`config.mk`:
```
export PLATFORM = sky130hd
export DESIGN_NAME = flat_buffer_readout
export DESIGN_NICKNAME = d
export VERILOG_FILES = /design/src/rtl/flat_buffer_readout.sv
export SDC_FILE = /design/constraint.sdc
export NUM_CORES = 1
export LEC_CHECK = 0
export CAP_MARGIN = 5
export CORE_AREA = 2 2 262 264
export DETAILED_ROUTE_END_ITERATION = 7
export DIE_AREA = 0 0 264 266
export GPL_TIMING_DRIVEN = 0
export PLACE_DENSITY = 0.84
export REMOVE_ABC_BUFFERS = 1
export SLEW_MARGIN = 30
export SYNTH_ARGS = -nofsm -noshare
export SYNTH_HDL_FRONTEND = slang
export SYNTH_SLANG_ARGS = --single-unit
export TNS_END_PERCENT = 5
```
`constraint.sdc`:
```
create_clock -name clk -period 6.4 [get_ports clk]
set_input_delay 1.28 -clock clk [delete_from_list [all_inputs] [get_ports clk]]
set_output_delay 1.28 -clock clk [all_outputs]
set_load 0.05 [all_outputs]
```
`src/rtl/flat_buffer_readout.sv`:
```
// rtl/flat_buffer_readout.sv - snapshot a flat sample buffer and stream it out one element per transfer
// Optional feature: define FLAT_BUFFER_READOUT_LAST_EN to add the out_last port.
module flat_buffer_readout #(
  parameter int numChannels = 16,
  parameter int bitwidth    = 8,
  parameter int depth       = 5,
  localparam int NENT       = numChannels * depth,
  localparam int IW         = $clog2(NENT)
) (
  input  logic                clk,
  input  logic                rstb,
  input  logic [bitwidth-1:0] flat_in [NENT-1:0],
  input  logic                capture,
  input  logic                out_ready,
  input  logic                ovf_clr,
  output logic [bitwidth-1:0] out_data,
  output logic [IW-1:0]       out_index,
`ifdef FLAT_BUFFER_READOUT_LAST_EN
  output logic                out_last,
`endif
  output logic                out_valid,
  output logic                busy,
  output logic                overflow
);

  localparam logic [IW-1:0] LAST_IDX = IW'(NENT - 1);

  typedef enum logic {
    IDLE   = 1'b0,
    STREAM = 1'b1
  } state_t;

  state_t              state;
  logic [IW-1:0]       idx;
  logic [bitwidth-1:0] snap [NENT-1:0];

  logic xfer;
  logic last_xfer;
  logic reload;
  logic ovf_set;

  // A capture landing exactly on the final transfer chains straight into a new
  // snapshot; any other capture while streaming is dropped and flagged.
  assign xfer      = (state == STREAM) && out_ready;
  assign last_xfer = xfer && (idx == LAST_IDX);
  assign reload    = capture && ((state == IDLE) || last_xfer);
  assign ovf_set   = capture && (state == STREAM) && !last_xfer;

  // Sequencer: snapshot capture, index advance and sticky overflow
  always_ff @(posedge clk or negedge rstb) begin
    if (!rstb) begin
      state    <= IDLE;
      idx      <= '0;
      overflow <= 1'b0;
      for (int i = 0; i < NENT; i++) begin
        snap[i] <= '0;
      end
    end else begin
      if (ovf_set) begin
        overflow <= 1'b1;
      end else if (ovf_clr) begin
        overflow <= 1'b0;
      end

      if (reload) begin
        for (int i = 0; i < NENT; i++) begin
          snap[i] <= flat_in[i];
        end
        idx   <= '0;
        state <= STREAM;
      end else if (last_xfer) begin
        idx   <= '0;
        state <= IDLE;
      end else if (xfer) begin
        idx <= idx + 1'b1;
      end
    end
  end

  // Output mux reads only registered state, so flat_in never reaches out_data
  assign out_data  = snap[idx];
  assign out_index = idx;
  assign out_valid = (state == STREAM);
  assign busy      = (state == STREAM);

`ifdef FLAT_BUFFER_READOUT_LAST_EN
  assign out_last  = (state == STREAM) && (idx == LAST_IDX);
`endif

endmodule

```
==> flow_summary_export.csv <==
group,metric,value,unit
synth,syn_area,31250,um2
cts,post-cts-setup-buffer-count,0,
die,initial_utilization,46.13,%
die,die_h,266,um
setup_path,slowest_delay,0.82,ns
power,vdd_ir_drop_max,271.5,uV
setup_path,cp.required,5.12,ns
global_route,grt_pass1_vias,21318,
setup_path,endpoint,"out_data[6]",
setup_path,crit_fanout,30,
setup_path,cp_cell_sequence,"buf_12 > buf_12 > buf_16 > mux4_2 > a22oi_1 > nand2_1 > a22oi_2 > o211ai_1 > clkdlybuf4s50_1",
global_route,grt_start_max_net_pins,92,
synth,synth_common_cells,"dfrtp_1 (649), mux2_4 (489), mux2_2 (156)",
timing,fin_worst_skew,0.01412,ns
finish,nets,3094,
routing,initialDrtViolationCount,1186,
job,cap_violations,0,
power,p_leak,19.42,nW
synth,asyncSetResetFlopFracSynth,100.0,%
timing,hold_viol,0,
global_route,grt_pass1_wl,135800,um
die,dieArea,70220,um2
status,outcome,"finished, final reports clean",
routing,drt_wl_total,90800,um
finish,drive_above_1_share,38.52,%
synth,yosys.cell_count.top_type,"dfrtp_1",
cts,clock_sinks,649,
global_route,gr-total-overflow,0,
power,switchingPower,3.979,mW
place,place_congestion,0.8430,
setup_path,crit_top_cell,"buf_12",
place,dp_hpwl,64660,um
routing,viasPerCell,5.624,
cts,max-clock-path-buffers,3,
timing,period_share,93.53,%
power,switching_share,30.00,%
timing,rsz0062_at_grt,"false",
finish,nFillCells,4766,
setup_path,crit_type,"flip-flop to output pin",
place,io_buffers,662,
synth,yosys_warnings,0,
setup_path,cp_num_cells,9,
setup_path,arrival,4.71,ns
timing,fmax,167.1,MHz
routing,num_vias,19212,
routing,drc,0,
setup_path,worst_setup_path_end_kind,"output pin",
setup_path,critPathLaunch,"out_index[0]",
cts,clkTransAtPathRegs,0.06,ns
cts,holdBufCountCts,0,
timing,max-slew-margin-rel,47.40,%
routing,firstDrtPassIters,5,
power,power,13.26,mW
cts,root_buffer,"clkbuf_16",
power,p_int,9.285,mW
setup_path,cp_slowest_cell,"dfrtp_4",
global_route,antenna_found_initial,40,
timing,drv_slew,0,
power,combPwrFrac,29.1,%
power,pwr-share-clk,32.7,%
routing,detail-route-antenna-nets,0,
finish,syn2layout_area_growth,33.39,%
worst_hold_path,hp-class,"flip-flop to flip-flop",
die,coreArea,67750,um2
synth,synth_largest_area_cell,"dfrtp_1",
cts,worstSkewPairLatency,0.60,ns
die,io_pins,663,
setup_path,critPathBufInv,4,
synth,synth_top_area_share,51.97,%
cts,htree_num_levels,3,
synth,synth_cell_types,42,
timing,fin_tns_setup,0,ns
synth,synth_seq_cells,649,
global_route,grt.total_usage,25.62,%
cts,cts_buffers,73,
routing,routedWlPerCell,26.58,um
timing,setup_viol_count_final,0,
cts,cts_tree,"built",
synth,synthCells,1801,
setup_path,ff2ff_path_depth,10,
setup_path,start_kind,"flip-flop",
setup_path,reg2reg_slack,2.15,ns
synth,synth_area_leaders,"dfrtp_1 (52%), mux2_4 (23%), mux4_2 (11%)",
setup_path,critPathTopFamily,"buffers and inverters",
power,p_per_area,318.2,nW/um2
power,sequentialPowerShare,38.1,%
timing,tightest_slew,0.7890,ns
cts,cts.repair.resized,0,
synth,synth_edf_count,0,
die,die_w,264,um
synth,synthFlopType,"dfrtp_1",
synth,ys_seq_area_share,51.97,%
setup_path,timing.rr.start,"out_index[4]",
die,rows,96,
timing,min_period,5.986,ns
synth,syn_area_per_cell,17.35,um2
setup_path,rr_endpoint,"snap[268]",
## state kept, by name, summed over array words and instances (netlist names)
name       flops
snap         640
overflow       1
out_index      7
busy           1
## area by class of cell
cell class | count | area (um2) | area share [%]
sequential | 649 | 16250 | 38.99
inverter | 5 | 18.77 | 0.04502
clock buffer | 108 | 2171 | 5.208
multi-input combinational | 1014 | 14060 | 33.72
clock inverter | 19 | 300.3 | 0.7204
timing repair buffer | 705 | 7695 | 18.46
tap | 882 | 1104 | 2.647
antenna | 34 | 85.08 | 0.2041
## power by group through the flow
| stage | Combinational (mW) | Sequential, mW | Clock, mW |
|---|---|---|---|
| 5_1_grt | 4.06 | 5.11 | 4.58 |
| 4_1_cts | 3.89 | 5.05 | 4.41 |
| 3_3_place_gp | 3.78 | 5.38 | 0 |
| 6_report | 3.86 | 5.06 | 4.34 |
| 2_1_floorplan | 2.32 | 5.13 | 0 |
| 3_5_place_dp | 3.85 | 5.11 | 0 |
## per-layer routing
metal,routed length (um),up-vias,track usage [%]
met4,3624,10,11.46
met1,35530,10189,31.91
met3,6258,205,6.765
met5,70,-,0
li1,-,8087,-
met2,45320,721,42.12
## cell families after synthesis
group | share of synthesized area, %
xor gates and xnor gates | 0.1402
buffers and inverters | 3.167
and+or+nand+nor | 1.097
adders and majority gates | 0.04003
AOI/OAI and AO/OA | 2.583
muxes | 41.00
DFF | 51.97
## cell usage in the layout (no fill, tap or decap), types with 8 or more instances in the layout
master	instances
nand2b_1	10
nor2_1	8
o221ai_1	11
a22oi_1	44
diode_2	34
clkbuf_16	75
clkbuf_1	16
mux2_4	489
nand2_1	21
clkdlybuf4s50_1	661
mux2_2	156
clkbuf_8	17
buf_16	27
mux2i_1	38
mux4_2	148
o211ai_1	8
o21ai_0	8
dfrtp_1	644
buf_12	16
a21oi_1	16
## worst min path at each step
stage | start | endpoint | slack [ns] | cells past startpoint
floorplan | snap[119] | snap[119] | 0.47 | 1
global placement | snap[626] | snap[626] | 0.48 | 1
detailed placement | snap[627] | snap[627] | 0.49 | 1
CTS | snap[627] | snap[627] | 0.50 | 1
global route | snap[605] | snap[605] | 0.51 | 1
finish | snap[627] | snap[627] | 0.50 | 1
## stage by stage
stage	setup WS [ns]	hold WS (ns)	cell area [um2]	utilization, %	instances
floorplan	-19.56	0.4743	30280	-	1668
global placement	-26.28	0.4824	38010	56.10	3212
detailed placement	0.7983	0.4872	39120	57.75	3255
CTS	0.05087	0.4997	41590	61.40	3382
global route	0.1372	0.5105	41680	61.52	3413
finish	0.4140	0.4996	41680	61.53	3416
(Power assumes the default switching activity.)
